`config.mk`:
```
export PLATFORM = sky130hd
export DESIGN_NAME = hadamard_sched_flat
export DESIGN_NICKNAME = d
export VERILOG_FILES = /design/src/rtl/hadamard_pkg.sv /design/src/rtl/hadamard_sched_if.sv /design/src/rtl/hadamard_sched_arb.sv /design/src/rtl/hadamard_sched_xform.sv /design/src/rtl/hadamard_sched.sv /design/src/flat_wrapper.sv
export SDC_FILE = /design/constraint.sdc
export NUM_CORES = 1
export LEC_CHECK = 0
export CAP_MARGIN = 0
export CELL_PAD_IN_SITES_DETAIL_PLACEMENT = 1
export CELL_PAD_IN_SITES_GLOBAL_PLACEMENT = 2
export CORE_ASPECT_RATIO = 1.4
export CORE_MARGIN = 2
export CORE_UTILIZATION = 33
export CTS_CLUSTER_DIAMETER = 120
export DETAILED_ROUTE_END_ITERATION = 7
export PLACE_DENSITY_LB_ADDON = 0.1
export REMOVE_ABC_BUFFERS = 1
export SLEW_MARGIN = 10
export SYNTH_ARGS = -nofsm -noshare
export SYNTH_HDL_FRONTEND = slang
export SYNTH_SLANG_ARGS = --single-unit
```
`constraint.sdc`:
```
create_clock -name clk -period 4.7 [get_ports clk]
set_input_delay 0.47 -clock clk [delete_from_list [all_inputs] [get_ports clk]]
set_output_delay 0.47 -clock clk [all_outputs]
set_load 0.02 [all_outputs]
```
`src/rtl/hadamard_pkg.sv`:
```
// Shared types for the Hadamard scheduler: element width, element and quad types.
package hadamard_pkg;

  localparam int unsigned W = 16;

  typedef logic signed [W-1:0] elem_t;

  // Operand set on the way in, transform result on the way out (a0..a3 = g0..g3).
  typedef struct packed {
    elem_t a0;
    elem_t a1;
    elem_t a2;
    elem_t a3;
  } quad_t;

endpackage

```
`src/rtl/hadamard_sched_if.sv`:
```
// Handshake bundle of hadamard_sched: two operand requesters, one result channel, status.
//   master: requester/consumer side (drives in*_valid, in*_a*, out_ready)
//   slave : scheduler side (drives in*_ready, out_*, busy, xfer_count)
interface hadamard_sched_if;
  import hadamard_pkg::*;

  logic        in0_valid;
  logic        in0_ready;
  elem_t       in0_a0, in0_a1, in0_a2, in0_a3;

  logic        in1_valid;
  logic        in1_ready;
  elem_t       in1_a0, in1_a1, in1_a2, in1_a3;

  logic        out_valid;
  logic        out_ready;
  elem_t       out_g0, out_g1, out_g2, out_g3;
  logic        out_src;

  logic        busy;
  logic [31:0] xfer_count;

  modport master (
    output in0_valid, in0_a0, in0_a1, in0_a2, in0_a3,
    output in1_valid, in1_a0, in1_a1, in1_a2, in1_a3,
    output out_ready,
    input  in0_ready, in1_ready,
    input  out_valid, out_g0, out_g1, out_g2, out_g3, out_src,
    input  busy, xfer_count
  );

  modport slave (
    input  in0_valid, in0_a0, in0_a1, in0_a2, in0_a3,
    input  in1_valid, in1_a0, in1_a1, in1_a2, in1_a3,
    input  out_ready,
    output in0_ready, in1_ready,
    output out_valid, out_g0, out_g1, out_g2, out_g3, out_src,
    output busy, xfer_count
  );

endinterface

```
`src/rtl/hadamard_sched_arb.sv`:
```
// Two-input round-robin arbiter.
//   req     : request vector
//   accept  : the granted request was taken this cycle; advances the pointer
//   grant_c : one-hot grant, combinational from req and the pointer
module rr_arb2 (
  input  logic       clk,
  input  logic       rst_n,
  input  logic [1:0] req,
  input  logic       accept,
  output logic [1:0] grant_c
);

  // Index of the most recently accepted requester; reset to 1 so requester 0 wins first.
  logic last_q;

  // Grant logic: lone requester wins, otherwise the one that did not go last.
  always_comb begin
    grant_c = 2'b00;
    if (req[0] && (!req[1] || last_q)) begin
      grant_c[0] = 1'b1;
    end else if (req[1]) begin
      grant_c[1] = 1'b1;
    end
  end

  // Pointer register.
  always_ff @(posedge clk or negedge rst_n) begin
    if (!rst_n) begin
      last_q <= 1'b1;
    end else if (accept) begin
      last_q <= grant_c[1];
    end
  end

endmodule

```
`src/rtl/hadamard_sched_xform.sv`:
```
// 4-point Hadamard transform, purely combinational, wrapping modulo 2^W.
//   a   : operand set
//   g_c : transform result
module hadamard4
  import hadamard_pkg::*;
(
  input  quad_t a,
  output quad_t g_c
);

  always_comb begin
    g_c    = '0;
    g_c.a0 = a.a0 + a.a1 + a.a2 + a.a3;
    g_c.a1 = a.a0 - a.a1 + a.a2 - a.a3;
    g_c.a2 = a.a0 + a.a1 - a.a2 - a.a3;
    g_c.a3 = a.a0 - a.a1 - a.a2 + a.a3;
  end

endmodule

```
`src/rtl/hadamard_sched.sv`:
```
// Two-requester scheduler sharing one Hadamard datapath: round-robin arbitration
// into an operand register (S1), transform into an output register (S2).
//   clk, rst_n : clock, asynchronous active-low reset
//   bus        : requester/result/status bundle (slave side)
//     in*_ready is combinational; all other outputs are registered.
module hadamard_sched #(
  parameter int unsigned W = hadamard_pkg::W
) (
  input  logic             clk,
  input  logic             rst_n,
  hadamard_sched_if.slave  bus
);
  import hadamard_pkg::*;

  // The element type lives in the package; the parameter only documents it.
  if (W != hadamard_pkg::W) begin : g_width_check
    $error("hadamard_sched: W must equal hadamard_pkg::W");
  end

  logic [1:0]  req;
  logic [1:0]  grant_c;
  logic        s1_load, s2_load, accept;
  logic        in0_ready, in1_ready;
  logic        s1_valid_d, out_valid_d;
  quad_t       op_c, g_c;

  logic        s1_valid_q, s1_src_q;
  quad_t       s1_q;
  logic        out_valid_q, out_src_q;
  quad_t       out_q;
  logic        busy_q;
  logic [31:0] xfer_q;

  assign req = {bus.in1_valid, bus.in0_valid};

  rr_arb2 u_arb (
    .clk     (clk),
    .rst_n   (rst_n),
    .req     (req),
    .accept  (accept),
    .grant_c (grant_c)
  );

  hadamard4 u_xform (
    .a   (s1_q),
    .g_c (g_c)
  );

  // Advance rules, handshake and operand select.
  always_comb begin
    s2_load     = s1_valid_q && (!out_valid_q || bus.out_ready);
    s1_load     = !s1_valid_q || s2_load;
    // Gate with rst_n so no requester sees ready while reset is held.
    in0_ready   = rst_n && s1_load && grant_c[0];
    in1_ready   = rst_n && s1_load && grant_c[1];
    accept      = in0_ready || in1_ready;
    s1_valid_d  = s1_load ? accept : s1_valid_q;
    out_valid_d = s2_load || (out_valid_q && !bus.out_ready);
    if (grant_c[1]) begin
      op_c = '{a0: bus.in1_a0, a1: bus.in1_a1, a2: bus.in1_a2, a3: bus.in1_a3};
    end else begin
      op_c = '{a0: bus.in0_a0, a1: bus.in0_a1, a2: bus.in0_a2, a3: bus.in0_a3};
    end
  end

  // Pipeline registers, status and transfer counter.
  always_ff @(posedge clk or negedge rst_n) begin
    if (!rst_n) begin
      s1_valid_q  <= 1'b0;
      s1_src_q    <= 1'b0;
      s1_q        <= '0;
      out_valid_q <= 1'b0;
      out_src_q   <= 1'b0;
      out_q       <= '0;
      busy_q      <= 1'b0;
      xfer_q      <= '0;
    end else begin
      s1_valid_q  <= s1_valid_d;
      out_valid_q <= out_valid_d;
      busy_q      <= s1_valid_d || out_valid_d;
      if (accept) begin
        s1_q     <= op_c;
        s1_src_q <= grant_c[1];
      end
      if (s2_load) begin
        out_q     <= g_c;
        out_src_q <= s1_src_q;
      end
      if (out_valid_q && bus.out_ready) begin
        xfer_q <= xfer_q + 32'd1;
      end
    end
  end

  assign bus.in0_ready  = in0_ready;
  assign bus.in1_ready  = in1_ready;
  assign bus.out_valid  = out_valid_q;
  assign bus.out_src    = out_src_q;
  assign bus.out_g0     = out_q.a0;
  assign bus.out_g1     = out_q.a1;
  assign bus.out_g2     = out_q.a2;
  assign bus.out_g3     = out_q.a3;
  assign bus.busy       = busy_q;
  assign bus.xfer_count = xfer_q;

endmodule

```
`src/flat_wrapper.sv`:
```
// flat-port wrapper written by rule: the top's interface ports become plain ports
module hadamard_sched_flat import hadamard_pkg::*;
#(
  parameter int unsigned W = hadamard_pkg::W
)
  (clk, rst_n, bus_in0_valid, bus_in0_a0, bus_in0_a1, bus_in0_a2, bus_in0_a3, bus_in1_valid, bus_in1_a0, bus_in1_a1, bus_in1_a2, bus_in1_a3, bus_out_ready, bus_in0_ready, bus_in1_ready, bus_out_valid, bus_out_g0, bus_out_g1, bus_out_g2, bus_out_g3, bus_out_src, bus_busy, bus_xfer_count);
  hadamard_sched_if bus_i ();
  input  logic clk;
  input  logic rst_n;
  input wire logic [$bits(bus_i.in0_valid)-1:0] bus_in0_valid;
  input wire logic [$bits(bus_i.in0_a0)-1:0] bus_in0_a0;
  input wire logic [$bits(bus_i.in0_a1)-1:0] bus_in0_a1;
  input wire logic [$bits(bus_i.in0_a2)-1:0] bus_in0_a2;
  input wire logic [$bits(bus_i.in0_a3)-1:0] bus_in0_a3;
  input wire logic [$bits(bus_i.in1_valid)-1:0] bus_in1_valid;
  input wire logic [$bits(bus_i.in1_a0)-1:0] bus_in1_a0;
  input wire logic [$bits(bus_i.in1_a1)-1:0] bus_in1_a1;
  input wire logic [$bits(bus_i.in1_a2)-1:0] bus_in1_a2;
  input wire logic [$bits(bus_i.in1_a3)-1:0] bus_in1_a3;
  input wire logic [$bits(bus_i.out_ready)-1:0] bus_out_ready;
  output wire logic [$bits(bus_i.in0_ready)-1:0] bus_in0_ready;
  output wire logic [$bits(bus_i.in1_ready)-1:0] bus_in1_ready;
  output wire logic [$bits(bus_i.out_valid)-1:0] bus_out_valid;
  output wire logic [$bits(bus_i.out_g0)-1:0] bus_out_g0;
  output wire logic [$bits(bus_i.out_g1)-1:0] bus_out_g1;
  output wire logic [$bits(bus_i.out_g2)-1:0] bus_out_g2;
  output wire logic [$bits(bus_i.out_g3)-1:0] bus_out_g3;
  output wire logic [$bits(bus_i.out_src)-1:0] bus_out_src;
  output wire logic [$bits(bus_i.busy)-1:0] bus_busy;
  output wire logic [$bits(bus_i.xfer_count)-1:0] bus_xfer_count;
  assign bus_i.in0_valid = bus_in0_valid;
  assign bus_i.in0_a0 = bus_in0_a0;
  assign bus_i.in0_a1 = bus_in0_a1;
  assign bus_i.in0_a2 = bus_in0_a2;
  assign bus_i.in0_a3 = bus_in0_a3;
  assign bus_i.in1_valid = bus_in1_valid;
  assign bus_i.in1_a0 = bus_in1_a0;
  assign bus_i.in1_a1 = bus_in1_a1;
  assign bus_i.in1_a2 = bus_in1_a2;
  assign bus_i.in1_a3 = bus_in1_a3;
  assign bus_i.out_ready = bus_out_ready;
  assign bus_in0_ready = bus_i.in0_ready;
  assign bus_in1_ready = bus_i.in1_ready;
  assign bus_out_valid = bus_i.out_valid;
  assign bus_out_g0 = bus_i.out_g0;
  assign bus_out_g1 = bus_i.out_g1;
  assign bus_out_g2 = bus_i.out_g2;
  assign bus_out_g3 = bus_i.out_g3;
  assign bus_out_src = bus_i.out_src;
  assign bus_busy = bus_i.busy;
  assign bus_xfer_count = bus_i.xfer_count;
  hadamard_sched #(.W(W)) u_core (.clk(clk), .rst_n(rst_n), .bus(bus_i));
endmodule
```
-- After elaboration in Yosys (flattened, before gate mapping)
Index checks and enable logic that the tools add are counted.
- flip-flop bits (word level): 166
- bits of input ports: 133
- output and inout port bits: 101
- word-level logic and storage cells: 48
- $add $sub $neg: 11
- multiplexer cells: 5
- reductions and logical operators: 17
- operators with widths (operator ; count):
    adder 16 bit ; 5
    subtractor 16 bit ; 5
    2-to-1 mux 64 bit ; 1
    adder 32 x 1 -> 32 bit (second input constant) ; 1
    logical AND 1 bit ; 7
    logical OR 1 bit ; 6
    logical NOT 1 bit ; 4
    2-to-1 mux 1 bit ; 4

-- Logic depth before layout (Yosys ltp)
- depth in word-level cells: 9
- mapped depth: 23
- depth with buffers taken out: 22

-- Modules after synthesis
A second synthesis with hierarchy kept.
- cells, all modules: 1258
- area, all modules: 12643.4 um2
- modules (own cells, without submodules) (module ; times used ; cells an instance ; area each (um2) ; seq. area each (um2)):
    hadamard_sched ; 1 ; 558 ; 6981.7 ; 4129.0
    hadamard4 ; 1 ; 695 ; 5597.9 ; 0.0
    rr_arb2 ; 1 ; 5 ; 63.8 ; 26.3

-- Worst setup path after synthesis
Ideal clock, no wire load.
- path kind: reg-to-reg
- from: reg u_core.s1_q[32] (netlist name)
- to: reg u_core.out_q, in the netlist u_core.bus.out_g1[13]
- setup time: 125 ps
- data arrival time: 4160 ps
- data required time: 4575 ps
- slack: 416 ps
- cell stages (with the launch flop): 18
- buffers on the path: 0
- period minus slack after synthesis: 4284 ps
- cell sequence: dfrtp_1 ha_1 fa_1 nor2b_1 o21ai_1 a21boi_0 o21ai_0 nand2b_1 xor2_1 fa_1 ha_1 a2111oi_2 o21ai_0 a221o_1 nor4_1 or3_1 xnor2_1 mux2_2
- word-level cells in the longest chain between the ends: 3
- ends and longest elaborated chain (item ; RTL line ; text):
    from (decl) ; hadamard_sched.sv:28 ; quad_t s1_q;
    from (signal assigned) ; hadamard_sched.sv:82 ; s1_q <= op_c;
    subtractor 16 bit ; hadamard_sched_xform.sv:14 ; g_c.a1 = a.a0 - a.a1 + a.a2 - a.a3;
    adder 16 bit ; hadamard_sched_xform.sv:14 ;
    subtractor 16 bit ; hadamard_sched_xform.sv:14 ;
    to (signal assigned) ; hadamard_sched.sv:86 ; out_q <= g_c;
    to (decl) ; hadamard_sched.sv:30 ; quad_t out_q;
Every way passes these cells.
A chain may end at the register's enable or synchronous reset.

-- Worst setup path after layout
- from: reg u_core.s1_q[32] (netlist name)
- to: reg u_core.out_q, in the netlist u_core.bus.out_g2[12]
- word-level cells in the longest chain between the ends: 3
- ends and longest elaborated chain (item ; RTL line ; text):
    adder 16 bit ; hadamard_sched_xform.sv:15 ; g_c.a2 = a.a0 + a.a1 - a.a2 - a.a3;
    subtractor 16 bit (2 in series) ; hadamard_sched_xform.sv:15 ;
Every way passes these cells.

==> run_results.csv <==
group,metric,value,unit
critical_path,crit_path_start,"u_core.s1_q[32]",
critical_path,r2r_end,"u_core.bus.out_g2[12]",
critical_path,worstPathMaxFanout,3,
detailed_routing,viasPerCell,4.83,
grt,grt_pass1_vias,10400,
layout,multiInputGateArea,7440,µm²
synthesis,synthCells,1261,
place,dp_hpwl,27.5,mm
critical_path,reg2reg_slack,240,ps
sta,fin_tns_setup,0,ps
synthesis,ys_ff_latch,165,
sta,rsz0062_at_grt,"true",
die,initial_core_util,33.4,%
critical_path,start_kind,"flop",
critical_path,r2r-start,"u_core.s1_q[32]",
detailed_routing,routed_wl,34.0,mm
clock_tree,clock_sinks,165,
clock_tree,cts_buffers,17,
sta,slew_violations,0,
detailed_routing,ant_nets,0,
grt,antenna_found_initial,0,
sta,worstMarginPinSlew,965,ps
layout,final_cell_mix,"clkdlybuf4s50_1, dfrtp_1, nand2_1, o21ai_0, inv_1",
place,io_buffers,233,
min_path,hold_class,"input pin to async pin",
grt,grt-ovfl-total,0,
critical_path,endpoint_kind,"flop",
clock_tree,cts_tree,"yes",
detailed_routing,dr.pass1.iters,4,
sta,hold_violations,0,
grt,grt_pass1_wl,54.3,mm
die,die_height,229,µm
detailed_routing,drc,0,
die,core,35800,µm²
synthesis,yosysWarnings,0,
die,dieWidth,165,µm
synthesis,ys_types,63,
grt,track_usage,18.8,%
critical_path,criticalPathCategory,"flop to flop",
synthesis,syn_avg_cell_area,9.49,µm²
place,routabilityCongestion,0.839,
layout,antenna_cells,0,
sta,fin_crit_sh,95.0,%
detailed_routing,num_vias,9577,
sta,fmaxAchievable,224,MHz
synthesis,ys.flop_type,"dfrtp_1",
sta,finalSetupViolations,0,
die,fp.dieArea,37800,µm²
detailed_routing,drtIter0Drc,264,
place,place_inst,1945,
synthesis,synth_edf_count,0,
clock_tree,clkSlewWorstSetupHoldPaths,70,ps
synthesis,ys_seq_area_share,34.5,%
clock_tree,cts_max_level,4,
critical_path,cp-endpoint,"u_core.bus.out_g2[12]",
grt,grt_max_degree,96,
sta,finClkSkew,13.5,ps
layout,drive_gt1_share,8.54,%
critical_path,r2r_cells,19,
layout,ff_latch_area,4130,µm²
detailed_routing,wl_per_cell,17.1,µm
layout,instances_no_fill,1984,
layout,fin_nets,1797,
die,rows,82,
layout,num-fill-cells,4104,
critical_path,cp.required,5050,ps
critical_path,arrival,4810,ps
clock_tree,cts-root-buf,"clkbuf_16",
clock_tree,clk_latency,460,ps
sta,fin_crit,4460,ps
outcome,run_status,"finished, final reports clean",
sta,slew_headroom,35.7,%
run,maxCapViolations,0,
synthesis,ys_async_sr_fraction,100,%
synthesis,synth_area,12000,µm²
clock_tree,cts_buffer_depth,2,
die,io_pins,234,
layout,final_util,44.2,%
layout,areaGrowthSynthToFinish,32.3,%
layout,layout.cells.most_common,"clkdlybuf4s50_1",
## worst min-delay path by stage
stage / start / to / slack (ps) / cells past startpoint
6_report: rst_n / u_core.s1_q[0] / 450 / 2
3_3_place_gp: rst_n / u_core.s1_q[0] / 360 / 1
2_1_floorplan: rst_n / u_core.bus.busy / 170 / 0
5_1_grt: rst_n / u_core.s1_q[0] / 480 / 2
3_5_place_dp: rst_n / u_core.s1_q[0] / 370 / 1
4_1_cts: rst_n / u_core.bus.out_g1[2] / 440 / 2
## cell type report
type | instances | share of cell area, %
Clock inverter | 14 | 0.925
Timing Repair Buffer | 274 | 16.7
Sequential cell | 165 | 26.1
Tap cell | 462 | 3.65
Clock buffer | 18 | 2.77
Inverter | 119 | 2.82
Multi-Input combinational cell | 932 | 47.0
## worst max-delay path, stage by stage (launching register included)
cell	delay (ps)
dfrtp_1	410
ha_2	210
fa_2	350
nand2b_1	100
a21oi_2	70
o21bai_1	190
a21oi_2	100
o21bai_2	210
nand2_1	110
a311o_1	330
xnor2_1	120
buf_4	160
fa_1	440
ha_1	330
and2_1	180
a22o_1	210
a311oi_1	290
a21oi_1	140
xnor2_1	140
mux2_2	260
## timing repair
item	in CTS	in global routing
gates resized for setup	5	39
buffers inserted	0	6
endpoints found under the hold margin	22	0
setup endpoints to repair	4	18
pin swaps	0	18
hold buffers	1	0
## cells by family after synthesis
logic type                 after synthesis  synth area share [%]
DFF                                    165                  34.5
muxes                                   73                  6.20
and+or+nand+nor                        319                  12.0
AOI/OAI and AO/OA                      275                  13.7
xor gates and xnor gates               110                  8.28
buffers and inverters                  164                  5.21
adders and majority gates              155                  20.2
## Yosys cell counts (all sizes together) (7+ instances only)
cell / n / area, µm²
a21o: 14 / 105
a21oi: 55 / 283
and2: 7 / 43.8
and3: 12 / 75.1
buf: 11 / 48.8
clkbuf: 34 / 128
dfrtp: 164 / 4100
fa: 63 / 1260
ha: 92 / 1150
inv: 119 / 447
mux2: 9 / 101
mux2i: 64 / 641
nand2: 157 / 589
nand2b: 16 / 100
nand3: 22 / 110
nand4: 8 / 50.1
nor2: 55 / 206
nor2b: 16 / 100
nor3: 13 / 65.1
o21a: 7 / 52.6
o21ai: 146 / 731
o21bai: 8 / 60.1
o31ai: 8 / 65.1
xnor2: 71 / 622
xor2: 37 / 324
## state kept, by name (all words and copies together) (netlist names)
register,flops
u_core.bus.out_g0,16
u_core.s1_src_q,1
u_core.bus.out_valid,1
u_core.bus.out_src,1
u_core.bus.out_g2,16
u_core.s1_valid_q,1
u_core.s1_q,64
u_core.bus.xfer_count,32
u_core.bus.out_g1,15
u_core.bus.out_g3,16
u_core.u_arb.last_q,1
u_core.bus.busy,1
## routing by layer
metal | share of wire, % | track usage (%) | up-vias
met5 | 0 | 0 | -
met3 | 2.8 | 2.97 | 27
li1 | - | - | 4697
met2 | 57 | 37.8 | 153
met4 | 2.0 | 5.49 | 0
met1 | 38 | 19.4 | 4700
## stage by stage
stage                     setup slack (ps)  area, µm²  hold slack, ps
after CTS                             35.3      15600             443
after global placement               0.274      15000             363
after floorplan                      -2590      11800             174
after global routing                 -20.2      15800             476
final                                  236      15800             450
after detailed placement             -97.7      15000             370
Power is not shown: default switching activity piles up to over one toggle a cycle in this logic, so the estimate is an artifact.
